File: config.mk
export PLATFORM = sky130hd
export DESIGN_NAME = i2s_pcm_transmitter
export DESIGN_NICKNAME = d
export VERILOG_FILES = /design/src/rtl/i2s_pkg.sv /design/src/rtl/i2s_frame_timer.sv /design/src/rtl/i2s_pcm_transmitter.sv
export SDC_FILE = /design/constraint.sdc
export NUM_CORES = 1
export LEC_CHECK = 0
export CORE_UTILIZATION = 57
export DETAILED_ROUTE_END_ITERATION = 8
export DONT_BUFFER_PORTS = 1
export HOLD_SLACK_MARGIN = 0.05
export PLACE_DENSITY = 0.84
export SYNTH_ARGS = -nofsm -noshare
export SYNTH_HDL_FRONTEND = slang
export SYNTH_SLANG_ARGS = --single-unit
File: constraint.sdc
create_clock -name clk -period 4.57 [get_ports clk]
set_clock_uncertainty 0.2 [all_clocks]
set_input_delay 0 -clock clk [delete_from_list [all_inputs] [get_ports clk]]
set_output_delay 0 -clock clk [all_outputs]
set_load 0.01 [all_outputs]
File: src/rtl/i2s_pkg.sv
// Shared I2S constants and helpers for the transmit and receive paths.
package i2s_pkg;

  localparam int unsigned DEF_NUMBER_OF_BITS = 8;
  localparam int unsigned DEF_SLOT_BITS      = 32;

  localparam logic WS_LEFT  = 1'b0;
  localparam logic WS_RIGHT = 1'b1;

  // Counter/index width for a range of n positions (never narrower than 1 bit).
  function automatic int unsigned cnt_width(input int unsigned n);
    return (n > 1) ? $clog2(n) : 1;
  endfunction

endpackage

File: src/rtl/i2s_frame_timer.sv
// Slot counter and word-select generator; exposes next-cycle bit position
// so the serialiser can register sd in step with ws.
module i2s_frame_timer
  import i2s_pkg::*;
#(
  parameter int unsigned NUMBER_OF_BITS = DEF_NUMBER_OF_BITS,
  parameter int unsigned SLOT_BITS      = DEF_SLOT_BITS
) (
  input  logic                                   clk,
  input  logic                                   reset,
  output logic                                   ws_o,
  output logic                                   ws_next_c,
  output logic                                   frame_boundary_c,
  output logic                                   bit_active_c,
  output logic [cnt_width(NUMBER_OF_BITS)-1:0]   bit_idx_c
);

  localparam int unsigned CNT_W = cnt_width(SLOT_BITS);
  localparam int unsigned IDX_W = cnt_width(NUMBER_OF_BITS);

  logic [CNT_W-1:0] cnt_q, cnt_d;
  logic             ws_q, ws_d;
  logic             wrap_c;

  always_comb begin
    wrap_c = (cnt_q == CNT_W'(SLOT_BITS - 1));
    cnt_d  = cnt_q + CNT_W'(1);
    ws_d   = ws_q;
    if (wrap_c) begin
      cnt_d = '0;
      ws_d  = ~ws_q;
    end
  end

  always_ff @(posedge clk) begin
    if (reset) begin
      cnt_q <= '0;
      ws_q  <= WS_LEFT;
    end else begin
      cnt_q <= cnt_d;
      ws_q  <= ws_d;
    end
  end

  assign ws_o             = ws_q;
  assign ws_next_c        = ws_d;
  assign frame_boundary_c = wrap_c && (ws_q == WS_RIGHT);
  // Data bits occupy cnt = 1..NUMBER_OF_BITS, MSB first, after the one-bit I2S delay.
  assign bit_active_c     = (cnt_d != '0) && (32'(cnt_d) <= NUMBER_OF_BITS);
  assign bit_idx_c        = IDX_W'(NUMBER_OF_BITS - 32'(cnt_d));

endmodule

File: src/rtl/i2s_pcm_transmitter.sv
// Parallel stereo PCM to I2S serialiser with a one-deep holding register
// feeding the per-frame word registers, plus underrun reporting.
module i2s_pcm_transmitter
  import i2s_pkg::*;
#(
  parameter int unsigned NUMBER_OF_BITS = DEF_NUMBER_OF_BITS,
  parameter int unsigned SLOT_BITS      = DEF_SLOT_BITS
) (
  input  logic                      clk,
  input  logic                      reset,
  input  logic [NUMBER_OF_BITS-1:0] in_left,
  input  logic [NUMBER_OF_BITS-1:0] in_right,
  input  logic                      in_valid,
  output logic                      in_ready,
  output logic                      ws,
  output logic                      sd,
  output logic                      underrun
);

  localparam int unsigned IDX_W = cnt_width(NUMBER_OF_BITS);

  typedef logic [NUMBER_OF_BITS-1:0] word_t;

  word_t            hold_left_q, hold_left_d, hold_right_q, hold_right_d;
  word_t            sh_left_q, sh_left_d, sh_right_q, sh_right_d;
  word_t            word_c;
  logic             in_ready_q, in_ready_d;
  logic             underrun_q, underrun_d;
  logic             sd_q, sd_d;
  logic             hs_c;
  logic             ws_next_c, frame_boundary_c, bit_active_c;
  logic [IDX_W-1:0] bit_idx_c;

  i2s_frame_timer #(
    .NUMBER_OF_BITS (NUMBER_OF_BITS),
    .SLOT_BITS      (SLOT_BITS)
  ) u_frame_timer (
    .clk              (clk),
    .reset            (reset),
    .ws_o             (ws),
    .ws_next_c        (ws_next_c),
    .frame_boundary_c (frame_boundary_c),
    .bit_active_c     (bit_active_c),
    .bit_idx_c        (bit_idx_c)
  );

  // in_ready doubles as the holding-register-empty flag.
  always_comb begin
    hs_c         = in_valid && in_ready_q;
    hold_left_d  = hold_left_q;
    hold_right_d = hold_right_q;
    sh_left_d    = sh_left_q;
    sh_right_d   = sh_right_q;
    in_ready_d   = in_ready_q;
    underrun_d   = 1'b0;

    if (frame_boundary_c) begin
      if (!in_ready_q) begin
        sh_left_d  = hold_left_q;
        sh_right_d = hold_right_q;
        in_ready_d = 1'b1;
      end else if (hs_c) begin
        sh_left_d  = in_left;
        sh_right_d = in_right;
      end else begin
        sh_left_d  = '0;
        sh_right_d = '0;
        underrun_d = 1'b1;
      end
    end else if (hs_c) begin
      hold_left_d  = in_left;
      hold_right_d = in_right;
      in_ready_d   = 1'b0;
    end

    word_c = (ws_next_c == WS_RIGHT) ? sh_right_d : sh_left_d;
    sd_d   = bit_active_c ? word_c[bit_idx_c] : 1'b0;
  end

  always_ff @(posedge clk) begin
    if (reset) begin
      hold_left_q  <= '0;
      hold_right_q <= '0;
      sh_left_q    <= '0;
      sh_right_q   <= '0;
      in_ready_q   <= 1'b1;
      underrun_q   <= 1'b0;
      sd_q         <= 1'b0;
    end else begin
      hold_left_q  <= hold_left_d;
      hold_right_q <= hold_right_d;
      sh_left_q    <= sh_left_d;
      sh_right_q   <= sh_right_d;
      in_ready_q   <= in_ready_d;
      underrun_q   <= underrun_d;
      sd_q         <= sd_d;
    end
  end

  assign in_ready = in_ready_q;
  assign underrun = underrun_q;
  assign sd       = sd_q;

endmodule
Word level (Yosys, flattened, before mapping)
Cells that the tools add are included.

Add/subtract/negate cells: 2. Bitwise gates (word level): 4. Reductions and logical operators: 8. $lt $le $gt $ge: 2. Multiplexer cells: 12. Equal/unequal tests: 1.

Operator list (number): two-way mux 8 bit (7); adder 5 x 1 -> 5 bit (second input constant) (1); equality test 5 bit (second input constant) (1); <= comparator 5 x 4 -> 1 bit (second input constant) (1); two-way mux 5 bit (1); nonzero test 5 bit (1); less-than comparator 3 x 4 -> 1 bit (second input constant) (1); NOT 1 bit (4); OR reduction 2 bit (2); binary-select mux 1 bit (select 3 bit) (1); logical AND 1 bit (3); two-way mux 1 bit (3); OR reduction 3 bit (1); subtractor 1 x 3 -> 3 bit (first input constant) (1); AND reduction 2 bit (1).

Input port bits: 19. Flip-flop bits (word level): 41. Output and inout port bits: 4. Logic and storage cells: 38.

Depth between registers and ports, before layout
Gate-level depths: netlist (run 1).

Word-level depth: 7. Depth in mapped cells: 12. Gate-level depth less buffers: 11.

Cells and area by module
A second synthesis (run 1) with hierarchy kept.

Cells, all modules: 245. Area total of the unflattened synthesis: 2023.2 sq um.

Modules (own cells, without submodules): i2s_pcm_transmitter (cells each 212, times used 1, seq. area each 700.7 sq um, area an instance 1699.1 sq um); i2s_frame_timer (cells each 33, times used 1, seq. area each 120.1 sq um, area an instance 324.1 sq um).

Least setup slack after synthesis (run 1)
OpenSTA, ideal clock, no wires.

Kind: flip-flop to flip-flop. From: register u_frame_timer.cnt_q[0]. To: register sd_q (netlist: sd). Path slack: 1926 ps. Cell stages (with the launch flop): 13. Path buffers: 1. Arrival time: 2317 ps. Library setup time: 127 ps. Data required time: 4243 ps. Clock period less this slack: 2644 ps. Path through: dfxtp_1 ha_1 and3_1 ha_1 buf_2 nor2_1 inv_1 ha_1 nand2_1 a2111oi_0 a311oi_1 nand3_1 o22ai_1.

Longest elaborated chain between the ends: 6. Elaborated cells between the ends (all ways): 16. Classes of those cells: add/sub: 2; order compare: 1; eq/ne: 1; mux: 7; bitwise: 1; reduce/logical: 4.

RTL lines: start, declared (line i2s_frame_timer.sv:21) `logic [CNT_W-1:0] cnt_q, cnt_d;`; start signal, assigned (line i2s_frame_timer.sv:40) `cnt_q <= cnt_d;`; parallel branches: the longest is 6 deep, another holds adder 5 x 1 -> 5 bit; end signal, assigned (line i2s_pcm_transmitter.sv:88) `sd_q <= 1'b0;`; end signal, assigned (line i2s_pcm_transmitter.sv:96) `sd_q <= sd_d;`; end, declared (line i2s_pcm_transmitter.sv:29) `logic sd_q, sd_d;`.

Several ways; the timed one is not identified. The select of a mux whose other input is x is not followed. A chain may end at the register's enable or synchronous reset.

Worst setup path in the final report (run 1)
Ends and elaborated chain as after synthesis.

==> metrics, run 1 <==
commonest cells after routing, fill and taps aside 41 x dfxtp_1, 36 x nand2_1, 24 x a21oi_1; Die Ht 59.3 um; Synthesis Warnings 0; Compound-Gate Fraction of Synth Area 22.7%; Max Fclk 320 MHz; synthesized area per cell 8.13 um^2; gr busiest metal met2; Leakage 0.773 nW; post-synthesis simple-gate area fraction 23.5%; IO Port Bufs 0; GR Util met3 7.64%; Worst Hold Depth 3; DR pass1 iterations 4; Max Cap Violations 0; detailed-route DRC error count 0; maximum VDD drop 0.222 mV; post-synthesis mux area share 0%; Die Wd 59.3 um; Routed Wire Length 4560 um; GR Layer Usage met1 32.7%; post-route ant nets 0; Synth Register Bits 41; Num CTS Buffers 5; met2 usage in global routing 49.4%; Hold EP sh_right_q[2]; H-tree depth 2; root buf cell clkbuf_4; ys flop type dfxtp_1; Hold Path Origin in_valid; r2r setup slk 1.44 ns; min-delay worst type input pin to flop; RR Endpoint sd; status completed; total number of vias 1,720; Layout area overhead 13.8%; worst slew pin tran 0.894 ns; WP data required 4.62 ns; ys async rst share 0%; total negative setup slack 0 ns; final setup fails 0; routed length per placed instance 15.9 um; Cells after Synth 230; number of flops mapped to enable cells by yosys 0; Synth Area in XOR/XNOR 2.34%; pwr/cell area 299 nW/um^2; synthesized area 1870 um^2; initial DRC count 181; Final Hold Viols 0; reg2reg path depth 9; grt ovf 0; vias in the first global route 1,648; Rows 20; RSZ-0062 raised after global routing false; Worst setup EP type flop; largest net degree at the start of global routing 39; core footprint 3080 um^2; DR vias/cell 6.01; initial antenna violation count 0; Sink Count 41; WHS 0.0884 ns; Slew Limit Headroom 40.0%; first-pass GRT wire length 7310 um; CTS tree done; ratio of cells with drive above 1 in the final layout 3.31%; largest family of logic cells by synthesized area simple AND/OR/NAND/NOR gates; GP Congestion 0.882; post-synthesis sequential area ratio 43.9%; Antenna diodes 0; Final Cycle Share 68.5%; initial core utilization 60.8%; final net count 266; post-CTS resize count 0; Max Root-Sink Buffers 2; Clock Latency Late Sink 0.36 ns; Worst setup SP type flop; die area 3510 um^2; Crit Path Class flop to flop; Post-Synth Adder-Cell Area 2.68%; Period minus WS final 3.13 ns; commonest non-fill, non-tap cell in the layout dfxtp_1; Clock transition at path regs 0.12 ns; post-DP HPWL 2870 um; WP data arrival 3.17 ns; worst r2r src u_frame_timer.cnt_q[0]; Global Route Usage Sum 28.5%; I/O Pins 23; Syn Nets 253; Slew Limit Fails 0; Synth cell types 37; largest fanout on the critical path 22
==> synth_stat cells, types with 3 or more instances <==
| cell | instances | area share, % |
|---|---|---|
| inv_1 | 3 | 0.60 |
| xnor2_1 | 3 | 1.4 |
| a311oi_1 | 6 | 2.8 |
| and3_1 | 3 | 1.0 |
| and2_1 | 7 | 2.3 |
| o21ai_0 | 4 | 1.1 |
| clkbuf_1 | 8 | 1.6 |
| nand2_1 | 36 | 7.2 |
| nand3_1 | 10 | 2.7 |
| buf_2 | 6 | 1.6 |
| nand2b_1 | 7 | 2.3 |
| nor2_1 | 21 | 4.2 |
| a2111oi_0 | 3 | 1.4 |
| a221oi_1 | 4 | 1.9 |
| ha_1 | 4 | 2.7 |
| nor3_1 | 9 | 2.4 |
| a21oi_1 | 24 | 6.4 |
| dfxtp_1 | 41 | 44 |
| o211ai_1 | 4 | 1.6 |
| a31oi_1 | 5 | 1.7 |
==> cells by family after synthesis <==
group                      Yosys count
and+or+nand+nor                     97
AOI/OAI and AO/OA                   63
DFF                                 41
buffers and inverters               20
xor gates and xnor gates             5
adders and majority gates            4
==> worst max path at each step <==
stage                     slack, ns              startpoint  cells after the start  to
after floorplan                1.93  u_frame_timer.cnt_q[0]                     12  sd
after global placement         1.57  u_frame_timer.cnt_q[0]                     11  sd
after detailed placement       1.54  u_frame_timer.cnt_q[0]                      9  sd
after CTS                      1.51  u_frame_timer.cnt_q[0]                      9  sd
after global routing           1.24  u_frame_timer.cnt_q[0]                      9  sd
final                          1.44  u_frame_timer.cnt_q[0]                      9  sd
==> critical path, stage by stage, from the launching register on <==
cell and delay, ns:
dfxtp_1 0.38, ha_1 0.19, and3_1 0.20, ha_1 0.41
and2_1 0.66, a31oi_1 0.20, a2111oi_0 0.49, a41oi_1 0.11
nand3_1 0.11, o22ai_1 0.08
==> state kept, by name (all words and copies together) (netlist names) <==
name and count:
hold_left_q 8, hold_right_q 8, in_ready 1, sd 1
sh_left_q 8, sh_right_q 8, u_frame_timer.cnt_q 5, u_frame_timer.ws_o 1
underrun 1
==> where the power goes <==
part | leakage [nW] | total (mW) | internal (mW) | switching [mW]
combinational | 0.412 | 0.0919 | 0.0411 | 0.0508
clock | 0.0269 | 0.164 | 0.0534 | 0.111
sequential | 0.334 | 0.380 | 0.370 | 0.0102
==> layer usage <==
metal  wire, um  vias to the layer above  part of all wire [%]
met1       1950                      793                    43
met4        109                        0                   2.4
li1           -                      850                     -
met2       2210                       65                    49
met3        286                       12                   6.3
met5          0                        -                     0
==> repair_timing <==
action                    in CTS  in global routing
hold buffers                  23                  0
buffers inserted               0                  0
hold endpoints to repair      41                  0
==> per-stage QoR <==
| stage | cell area, um^2 | std cells | utilization (%) | worst slack [ns] | total power [mW] |
|---|---|---|---|---|---|
| 2_1_floorplan | 1870 | 230 | - | 1.93 | 0.445 |
| 5_1_grt | 2130 | 286 | 69.2 | 1.24 | 0.668 |
| 6_report | 2130 | 286 | 69.2 | 1.44 | 0.636 |
| 3_5_place_dp | 1850 | 257 | 60.0 | 1.54 | 0.452 |
| 4_1_cts | 2130 | 286 | 69.2 | 1.51 | 0.635 |
| 3_3_place_gp | 1850 | 257 | 60.0 | 1.57 | 0.451 |
==> area by class of cell <==
cell class / count / area (um^2)
multi-input cells: 169 / 960
fillers: 238 / 948
flip-flops and latches: 41 / 821
repair buffers: 23 / 240
well taps: 44 / 55.1
clock buffers: 5 / 37.5
inverters: 3 / 11.3
clock inverters: 1 / 5.00
Note: power is estimated with default switching activity, not from simulation.
==> run 2, diff against run 1 <==
--- a/config.mk
+++ b/config.mk
@@ -5,11 +5,11 @@
 export SDC_FILE = /design/constraint.sdc
 export NUM_CORES = 1
 export LEC_CHECK = 0
-export CORE_UTILIZATION = 57
+export CORE_UTILIZATION = 55
 export DETAILED_ROUTE_END_ITERATION = 8
 export DONT_BUFFER_PORTS = 1
 export HOLD_SLACK_MARGIN = 0.05
-export PLACE_DENSITY = 0.84
+export PLACE_DENSITY = 0.85
 export SYNTH_ARGS = -nofsm -noshare
 export SYNTH_HDL_FRONTEND = slang
 export SYNTH_SLANG_ARGS = --single-unit
==> constraint.sdc (replaced) <==
create_clock -name clk -period 2.63 [get_ports clk]
set_clock_uncertainty 0.2 [all_clocks]
set_input_delay 0 -clock clk [delete_from_list [all_inputs] [get_ports clk]]
set_output_delay 0 -clock clk [all_outputs]
set_load 0.01 [all_outputs]
==> metrics, run 2 (synthesis gave the netlist of run 1 again) <==
status completed; Post-Route Utilization 71.2%; grt ovf 0; Final Hold Viols 0; WP data required 2.67 ns; I/O Pins 23; Max Fclk 400 MHz; Max Root-Sink Buffers 2; final setup fails 0; root buf cell clkbuf_4; Worst setup SP type flop; maximum VDD drop 0.396 mV; post-route ant nets 0; WP data arrival 2.54 ns; Slew Limit Fails 0; Max Cap Violations 0; core footprint 3130 um^2; largest net degree at the start of global routing 39; Die Wd 60.3 um; reg2reg path depth 11; CP max stage cell dfxtp_1; commonest cells after routing, fill and taps aside 41 x dfxtp_1, 36 x nand2_1, 24 x a21oi_1; DR vias/cell 6.04; Global Route Usage Sum 27.9%; WP depth 11; ratio of cells with drive above 1 in the final layout 10.3%; fill cell count 236; initial antenna violation count 0; DR pass1 iterations 5; Routed Wire Length 4630 um; RR Endpoint sd; Layout area overhead 19.1%; Sink Count 41; worst r2r src u_frame_timer.cnt_q[0]; Layout Cells excl Fill 296; initial DRC count 168; largest fanout on the critical path 8; Crit Path Class flop to flop; Antenna diodes 0; Post-Place Cells 267; Final Cycle Share 95.2%; CP delay by family, top adder cells; vias in the first global route 1,616; Worst setup EP type flop; total number of vias 1,788; worst path cell trace ha_1 > and3_1 > ha_2 > nor2_2 > inv_1 > ha_1 > buf_4 > nor2_1 > a31oi_1 > o311ai_1 > o22ai_1; Clock transition at path regs 0.13 ns; Period minus WS final 2.50 ns; first-pass GRT wire length 7320 um; Die Ht 60.3 um; Post-CTS Setup Inserts 0; Num CTS Buffers 5; routed length per placed instance 15.6 um; die area 3640 um^2; total negative setup slack 0 ns; Clock Latency Late Sink 0.36 ns; GP Congestion 0.906; post-DP HPWL 2930 um; Leakage 0.817 nW; largest stage delay on the critical path 0.33 ns; Hold Path Origin in_right[0]; Worst Hold Depth 3; min-delay worst type input pin to flop; CP bufs+invs 2; r2r setup slk 0.13 ns; Hold EP hold_right_q[0]; WHS 0.136 ns; Rows 20; crit-path most repeated cell ha_1; final net count 274; total power 1.14 mW; commonest non-fill, non-tap cell in the layout dfxtp_1; initial core utilization 59.8%; CTS tree done; worst slew pin tran 0.539 ns; detailed-route DRC error count 0; Slew Limit Headroom 64.0%; H-tree depth 2; IO Port Bufs 0; pwr/cell area 513 nW/um^2
[run 2: cell types whose count changed in the layout (fill, tap and decap cells not counted), sizes merged]
cell	before	now
buf	1	11
clkinvlp	0	1
clkbuf	5	7
clkinv	1	0
dlygate4sd3	22	20
[run 2: metrics by stage]
stage                     worst slack (ns)  area, um^2
after global placement               0.110        1920
after global routing               -0.0145        2230
after floorplan                     0.0469        1870
after detailed placement            0.0160        1920
after CTS                          0.00537        2200
final                                0.128        2230
[run 2: worst reg2reg max path: stages, from the launching register on]
cell and delay (ns):
dfxtp_1 0.33, ha_1 0.22, and3_1 0.21, ha_2 0.23
nor2_2 0.11, inv_1 0.09, ha_1 0.32, buf_4 0.16
nor2_1 0.20, a31oi_1 0.11, o311ai_1 0.09, o22ai_1 0.12
[run 2: layout make-up]
class,instances,area [um^2],area share [%]
multi-input combinational,169,993,44.6
sequential,41,821,36.8
clock buffer,7,45.0,2.02
inverter,3,11.3,0.505
timing repair buffer,31,295,13.3
tap,44,55.1,2.47
clock inverter,1,7.51,0.337
[run 2: where the power goes]
group / switching, mW / internal (mW) / total [mW] / leakage (nW)
clock: 0.204 / 0.106 / 0.309 / 0.0255
sequential: 0.0162 / 0.643 / 0.659 / 0.334
combinational: 0.0948 / 0.0795 / 0.174 / 0.458
total: 0.315 / 0.828 / 1.14 / 0.817
[run 2: how the worst max path moves through the flow]
| stage | startpoint | to | slack (ns) |
|---|---|---|---|
| after detailed placement | u_frame_timer.cnt_q[0] | sd | 0.02 |
| after CTS | u_frame_timer.cnt_q[0] | sd | 0.005 |
| after floorplan | u_frame_timer.cnt_q[0] | sd | 0.05 |
| after global placement | u_frame_timer.cnt_q[0] | sd | 0.11 |
| after global routing | u_frame_timer.cnt_q[1] | hold_right_q[7] | -0.01 |
| final | u_frame_timer.cnt_q[0] | sd | 0.13 |
[run 2: timing repair]
| action | in CTS | in global routing |
|---|---|---|
| hold buffers | 21 | 0 |
| resized for setup | 0 | 10 |
| endpoints found under the hold margin | 41 | 0 |
| setup endpoints to repair | 0 | 5 |
[run 2: layer usage]
metal	vias to the layer above	wire (um)	GRT usage, %
met1	826	1950	33.9
met4	0	100	13.0
li1	867	-	-
met3	18	280	5.84
met2	77	2300	47.1
met5	-	0	0
